`config.mk`:
```
export PLATFORM = sky130hd
export DESIGN_NAME = result_collector_flat
export DESIGN_NICKNAME = d
export VERILOG_FILES = /design/src/rtl/result_collector_if.sv /design/src/rtl/result_collector.sv /design/src/flat_wrapper.sv
export SDC_FILE = /design/constraint.sdc
export NUM_CORES = 1
export LEC_CHECK = 0
export BUFFER_PORTS_ARGS = -buffer_cell sky130_fd_sc_hd__buf_2
export CAP_MARGIN = 5
export CORE_UTILIZATION = 60
export DETAILED_ROUTE_END_ITERATION = 10
export GPL_TIMING_DRIVEN = 0
export PLACE_DENSITY = 0.89
export SETUP_SLACK_MARGIN = 0.4
export SYNTH_ARGS = -nofsm -noshare
export SYNTH_HDL_FRONTEND = slang
export SYNTH_SLANG_ARGS = --single-unit
```
`constraint.sdc`:
```
create_clock -name clk -period 4.3 [get_ports clk]
set_input_delay 0 -clock clk [delete_from_list [all_inputs] [get_ports clk]]
set_output_delay 0 -clock clk [all_outputs]
set_load 0.01 [all_outputs]
```
`src/rtl/result_collector_if.sv`:
```
// Bundle of the result strobe, consumer read port and status/statistics outputs of result_collector.
// The slave modport is the collector's view; the master modport is the producer/consumer side.
interface result_collector_if #(
  parameter int DEPTH = 8,
  parameter int SUM_W = 20
);
  localparam int CW = $clog2(DEPTH) + 1;

  logic              done_sig;
  logic [15:0]       product;
  logic              clear;
  logic              rd_req;
  logic [15:0]       rd_data;
  logic              rd_valid;
  logic              empty_out;
  logic              full_out;
  logic [CW-1:0]     count;
  logic [SUM_W-1:0]  acc_sum;
  logic [7:0]        drop_cnt;
  logic              overflow;

  modport slave (
    input  done_sig, product, clear, rd_req,
    output rd_data, rd_valid, empty_out, full_out, count, acc_sum, drop_cnt, overflow
  );

  modport master (
    output done_sig, product, clear, rd_req,
    input  rd_data, rd_valid, empty_out, full_out, count, acc_sum, drop_cnt, overflow
  );
endinterface

```
`src/rtl/result_collector.sv`:
```
// Result buffer: FIFO of signed 16-bit results with a saturating running sum,
// drop statistics on full, and a registered one-cycle-latency read port.
module result_collector #(
  parameter int DEPTH = 8,
  parameter int SUM_W = 20
) (
  input logic               clk,
  input logic               rst_n,
  result_collector_if.slave bus
);
  localparam int AW = $clog2(DEPTH);
  localparam int CW = AW + 1;
  localparam logic [SUM_W-1:0] SUM_MAX = {1'b0, {(SUM_W-1){1'b1}}};
  localparam logic [SUM_W-1:0] SUM_MIN = {1'b1, {(SUM_W-1){1'b0}}};

  typedef enum logic {S_IDLE, S_RESP} state_t;

  logic [15:0]      r_mem [DEPTH];
  logic [AW-1:0]    r_wr_ptr;
  logic [AW-1:0]    r_rd_ptr;
  logic [CW-1:0]    r_count;
  logic             r_full;
  logic             r_empty;
  logic [SUM_W-1:0] r_acc;
  logic [7:0]       r_drop_cnt;
  logic             r_overflow;
  state_t           r_state;
  logic             r_rd_valid;
  logic [15:0]      r_rd_data;

  logic             w_rd_acc;
  logic             w_wr_acc;
  logic             w_drop;
  logic [CW-1:0]    w_count_next;
  logic [SUM_W:0]   w_sum_wide;
  logic [SUM_W-1:0] w_sum_sat;
  logic [15:0]      w_rd_word;

  // clear discards any same-cycle traffic, so it also masks the drop path
  assign w_rd_acc = bus.rd_req & ~r_empty & ~bus.clear;
  assign w_wr_acc = bus.done_sig & (~r_full | w_rd_acc) & ~bus.clear;
  assign w_drop   = bus.done_sig & r_full & ~w_rd_acc & ~bus.clear;

  always_comb begin
    w_count_next = r_count;
    if (w_wr_acc && !w_rd_acc) begin
      w_count_next = r_count + CW'(1);
    end else if (!w_wr_acc && w_rd_acc) begin
      w_count_next = r_count - CW'(1);
    end
  end

  // One guard bit: the sum overflowed when the top two bits disagree
  assign w_sum_wide = {r_acc[SUM_W-1], r_acc} + {{(SUM_W+1-16){bus.product[15]}}, bus.product};

  always_comb begin
    w_sum_sat = w_sum_wide[SUM_W-1:0];
    if (w_sum_wide[SUM_W] != w_sum_wide[SUM_W-1]) begin
      w_sum_sat = w_sum_wide[SUM_W] ? SUM_MIN : SUM_MAX;
    end
  end

  always_ff @(posedge clk) begin
    if (w_wr_acc) begin
      r_mem[r_wr_ptr] <= bus.product;
    end
  end

  assign w_rd_word = r_mem[r_rd_ptr];

  always_ff @(posedge clk or negedge rst_n) begin
    if (!rst_n) begin
      r_wr_ptr   <= '0;
      r_rd_ptr   <= '0;
      r_count    <= '0;
      r_full     <= 1'b0;
      r_empty    <= 1'b1;
      r_acc      <= '0;
      r_drop_cnt <= '0;
      r_overflow <= 1'b0;
    end else if (bus.clear) begin
      r_wr_ptr   <= '0;
      r_rd_ptr   <= '0;
      r_count    <= '0;
      r_full     <= 1'b0;
      r_empty    <= 1'b1;
      r_acc      <= '0;
      r_drop_cnt <= '0;
      r_overflow <= 1'b0;
    end else begin
      if (w_wr_acc) begin
        r_wr_ptr <= r_wr_ptr + AW'(1);
        r_acc    <= w_sum_sat;
      end
      if (w_rd_acc) begin
        r_rd_ptr <= r_rd_ptr + AW'(1);
      end
      r_count <= w_count_next;
      r_full  <= (w_count_next == CW'(DEPTH));
      r_empty <= (w_count_next == '0);
      if (w_drop) begin
        r_overflow <= 1'b1;
        if (r_drop_cnt != 8'hFF) begin
          r_drop_cnt <= r_drop_cnt + 8'd1;
        end
      end
    end
  end

  // Read-response FSM; rd_data holds its last value when no read is accepted
  always_ff @(posedge clk or negedge rst_n) begin
    if (!rst_n) begin
      r_state    <= S_IDLE;
      r_rd_valid <= 1'b0;
      r_rd_data  <= 16'h0000;
    end else if (bus.clear) begin
      r_state    <= S_IDLE;
      r_rd_valid <= 1'b0;
    end else begin
      case (r_state)
        S_IDLE: begin
          if (w_rd_acc) begin
            r_state    <= S_RESP;
            r_rd_valid <= 1'b1;
            r_rd_data  <= w_rd_word;
          end else begin
            r_rd_valid <= 1'b0;
          end
        end
        S_RESP: begin
          if (w_rd_acc) begin
            r_state    <= S_RESP;
            r_rd_valid <= 1'b1;
            r_rd_data  <= w_rd_word;
          end else begin
            r_state    <= S_IDLE;
            r_rd_valid <= 1'b0;
          end
        end
        default: begin
          r_state    <= S_IDLE;
          r_rd_valid <= 1'b0;
        end
      endcase
    end
  end

  assign bus.rd_data   = r_rd_data;
  assign bus.rd_valid  = r_rd_valid;
  assign bus.empty_out = r_empty;
  assign bus.full_out  = r_full;
  assign bus.count     = r_count;
  assign bus.acc_sum   = r_acc;
  assign bus.drop_cnt  = r_drop_cnt;
  assign bus.overflow  = r_overflow;
endmodule

```
`src/flat_wrapper.sv`:
```
// flat-port wrapper written by rule: the top's interface ports become plain ports
module result_collector_flat 
#(
  parameter int DEPTH = 8,
  parameter int SUM_W = 20
)
  (clk, rst_n, bus_done_sig, bus_product, bus_clear, bus_rd_req, bus_rd_data, bus_rd_valid, bus_empty_out, bus_full_out, bus_count, bus_acc_sum, bus_drop_cnt, bus_overflow);
  result_collector_if #(.DEPTH(DEPTH), .SUM_W(SUM_W)) bus_i ();
  input logic clk;
  input logic rst_n;
  input wire logic [$bits(bus_i.done_sig)-1:0] bus_done_sig;
  input wire logic [$bits(bus_i.product)-1:0] bus_product;
  input wire logic [$bits(bus_i.clear)-1:0] bus_clear;
  input wire logic [$bits(bus_i.rd_req)-1:0] bus_rd_req;
  output wire logic [$bits(bus_i.rd_data)-1:0] bus_rd_data;
  output wire logic [$bits(bus_i.rd_valid)-1:0] bus_rd_valid;
  output wire logic [$bits(bus_i.empty_out)-1:0] bus_empty_out;
  output wire logic [$bits(bus_i.full_out)-1:0] bus_full_out;
  output wire logic [$bits(bus_i.count)-1:0] bus_count;
  output wire logic [$bits(bus_i.acc_sum)-1:0] bus_acc_sum;
  output wire logic [$bits(bus_i.drop_cnt)-1:0] bus_drop_cnt;
  output wire logic [$bits(bus_i.overflow)-1:0] bus_overflow;
  assign bus_i.done_sig = bus_done_sig;
  assign bus_i.product = bus_product;
  assign bus_i.clear = bus_clear;
  assign bus_i.rd_req = bus_rd_req;
  assign bus_rd_data = bus_i.rd_data;
  assign bus_rd_valid = bus_i.rd_valid;
  assign bus_empty_out = bus_i.empty_out;
  assign bus_full_out = bus_i.full_out;
  assign bus_count = bus_i.count;
  assign bus_acc_sum = bus_i.acc_sum;
  assign bus_drop_cnt = bus_i.drop_cnt;
  assign bus_overflow = bus_i.overflow;
  result_collector #(.DEPTH(DEPTH), .SUM_W(SUM_W)) u_core (.clk(clk), .rst_n(rst_n), .bus(bus_i));
endmodule
```
==> flow_summary.yaml <==
sta:
  finalHoldViolations: 0
  finalCritPeriodShare_pct: 74.9
  skew_ns: 0.0111
  tightest_slew_ns: 1.03
  fin_ws_ns: 1.08
  drv_slew: 0
  period_needed_ns: 3.22
  tns_ns: 0
  setup_viol: 0
  grt_setup_unrepaired: "false"
  relSlewSlack_pct: 31.0
  max_freq_ghz: 0.311
floorplanning:
  die_w_um: 120
  start_util_pct: 62.3
  core_region_area_um2: 13500
  num_rows: 42
  die_area_um2: 14500
  ios: 73
  die_h_um: 120
yosys:
  syn_inst: 581
  synth-xor-area-share_pct: 2.82
  syn_area_um2: 8390
  synth_ff_type: "edfxtp_1"
  synth_cell_type_count: 58
  synth_area_per_cell_um2: 14.4
  synth-simple-area-share_pct: 8.65
  postSynth.asyncResetShare_pct: 31.2
  ys_seq_area_share_pct: 63.2
  synth_nets: 628
  ys_warn_count: 0
  synth-compound-area-share_pct: 8.79
  yosysTopAreaCell: "edfxtp_1"
  synth_top_family_by_area: "multiplexers"
  synth_fa_ha_area_share_pct: 3.97
  synth_area_leaders: "edfxtp_1 46%, dfrtp_1 17%, mux4_2 8.6%"
  synth.top_cell.area_share_pct: 45.8
  synthMuxAreaShare_pct: 10.7
  synth_edf_count: 128
  synth_seq_cells: 186
global_routing:
  grt_pass1_wl_um: 31600
  grt-ovfl-total: 0
  antenna_found_initial: 0
  grt_max_degree: 31
  grt_pass1_vias: 5899
  grt_usage_pct: 30.3
power_and_ir_drop:
  power_frac_seq_pct: 43.9
  power_mw: 4.91
  power_leakage_nw: 3.80
  p_per_area_nw_per_um2: 494
  swShare_pct: 29.7
  power.internal_mw: 3.45
  clkPwrFrac_pct: 32.7
  combPwrFrac_pct: 23.4
  net-switching-power_mw: 1.46
  ir_drop_mv: 0.294
placement:
  hpwl_um: 13500
  dp.cells: 841
  place.gp.congestion: 0.877
  portBuffers: 71
  post-place-ws_ns: 1.18
run_status:
  status: "complete, no violations"
critical_path:
  cp_max_fo: 9
  crit_path_max_incr_delay_ns: 0.71
  crit_buf_inv: 3
  cp_common_cell: "nand2b_1"
  end_kind: "flip-flop"
  required_ns: 4.44
  path_delay_family: "simple AND/OR/NAND/NOR gates"
  worst_path_max_delay_cell: "nor4b_2"
  worstPathArrival_ns: 3.36
  start_kind: "flip-flop"
  cp_cell_sequence: "and2b_1, nand2b_1, buf_2, a21boi_0, nand2b_1, nor4b_2, buf_4, buf_6"
  critPathKind: "flip-flop to flip-flop"
layout:
  diodes: 0
  nNetsFinal: 751
  fin_util_pct: 73.9
  final_cells: 893
  drive_gt1_share_pct: 26.2
  area_growth_pct: 18.6
detailed_routing:
  vias_per_cell: 6.39
  dr.pass1.iters: 5
  drt_iter0_drc: 561
  wirelength_um: 20500
  drcViolationCount: 0
  antenna_left: 0
  num_vias: 5706
  routedWlPerCell_um: 22.9
min_path:
  min_path_type: "input pin to flip-flop"
cts:
  clkSinkCount: 186
  clkLatencyLatePin_ns: 0.44
  tritoncts: "yes"
  clkTransAtPathRegs_ns: 0.07
  h-tree-depth: 4
  cts_made_buffers: 17
  postCtsSetupRepairBufs: 0
  clock_path_buffers: 2
  cts_root_buf: "clkbuf_16"
flow_run:
  cap_violations: 0
## power by group through the flow
stage	Sequential [mW]	Combinational, mW	Clock (mW)
after floorplan	2.23	0.717	0
after global placement	2.18	1.06	0
after detailed placement	2.19	1.11	0
after CTS	2.16	1.14	1.62
after global routing	2.17	1.26	1.67
final	2.16	1.15	1.61
## worst register-to-register path: stages (launching register included)
cell and delay, ns:
dfstp_2 0.37, and2b_1 0.33, nand2b_1 0.09, buf_2 0.22
a21boi_0 0.40, nand2b_1 0.33, nor4b_2 0.71, buf_4 0.31
buf_6 0.16
## Yosys cell counts, types with 4 or more instances
cell type and n:
xor2_1 13, edfxtp_1 128, nor3b_1 4, nor3_1 4
nand2_1 60, clkbuf_1 17, a211oi_2 12, a21oi_1 20
buf_2 6, ha_1 25, a211oi_1 7, dfrtp_1 57
xnor2_1 14, o21ai_0 27, inv_1 10, nor2_1 53
mux2i_1 18, nand3_1 12, mux4_2 32
## worst paths after layout
check	startpoint	endpoint	slack, ns	cells after the start
min reg2reg	u_core.bus.rd_data[0]	u_core.bus.rd_data[0]	0.48	2
min in group asynchronous	rst_n	u_core.bus.drop_cnt[2]	0.17	2
min	bus_clear	u_core.bus.acc_sum[18]	0.16	4
max	u_core.bus.empty_out	u_core.r_mem[2][10]	1.08	8
max reg2reg	u_core.bus.empty_out	u_core.r_mem[2][10]	1.08	8
max in group asynchronous	rst_n	u_core.bus.empty_out	3.43	3
## through the flow
stage	area, um^2	hold slack (ns)
after floorplan	8390	-0.296
after global placement	8960	0.292
after detailed placement	9140	0.113
after CTS	9940	0.136
after global routing	9940	0.206
final	9940	0.158
## logic make-up after synthesis
| family | count (synthesis) |
|---|---|
| AOI/OAI and AO/OA | 98 |
| xor gates and xnor gates | 27 |
| adders and majority gates | 26 |
| buffers and inverters | 36 |
| DFF | 186 |
| muxes | 50 |
| and+or+nand+nor | 158 |
## sequential cells by signal, summed over array words and instances, names as in the netlist
name,cells
u_core.bus.drop_cnt,8
u_core.bus.overflow,1
u_core.bus.acc_sum,20
u_core.bus.full_out,1
u_core.r_state,1
u_core.r_rd_ptr,3
u_core.bus.empty_out,1
u_core.r_wr_ptr,3
u_core.r_mem,128
u_core.bus.rd_data,16
u_core.bus.count,4
## layout by cell type, fill, tap and decap left out, drive strengths merged, types with 19 or more instances in the layout
cell / n
o21ai: 31
ha: 25
nand2: 61
a21oi: 22
a211oi: 19
dlygate4sd3: 20
clkbuf: 36
buf: 92
mux4: 32
edfxtp: 128
nor2: 54
dfrtp: 57
## final cells by class
type	instances	area [um^2]
Sequential cell	186	5300
Inverter	11	41.3
Timing Repair Buffer	104	696
Tap cell	176	220
Clock buffer	19	433
Clock inverter	13	166
Fill cell	806	3510
Multi-Input combinational cell	359	2970
Buffer	25	116
## layer usage
metal | GRT usage, % | vias to the layer above | wire (um)
li1 | - | 2447 | -
met1 | 38.4 | 2862 | 7830
met2 | 50.8 | 340 | 10400
met3 | 6.65 | 57 | 1640
met4 | 13.0 | 0 | 562
met5 | 0 | - | 0
## timing repair
action	in CTS	in global routing
hold buffers	20	0
endpoints found under the hold margin	158	0
resized for setup	0	0
(Power assumes the default switching activity.)
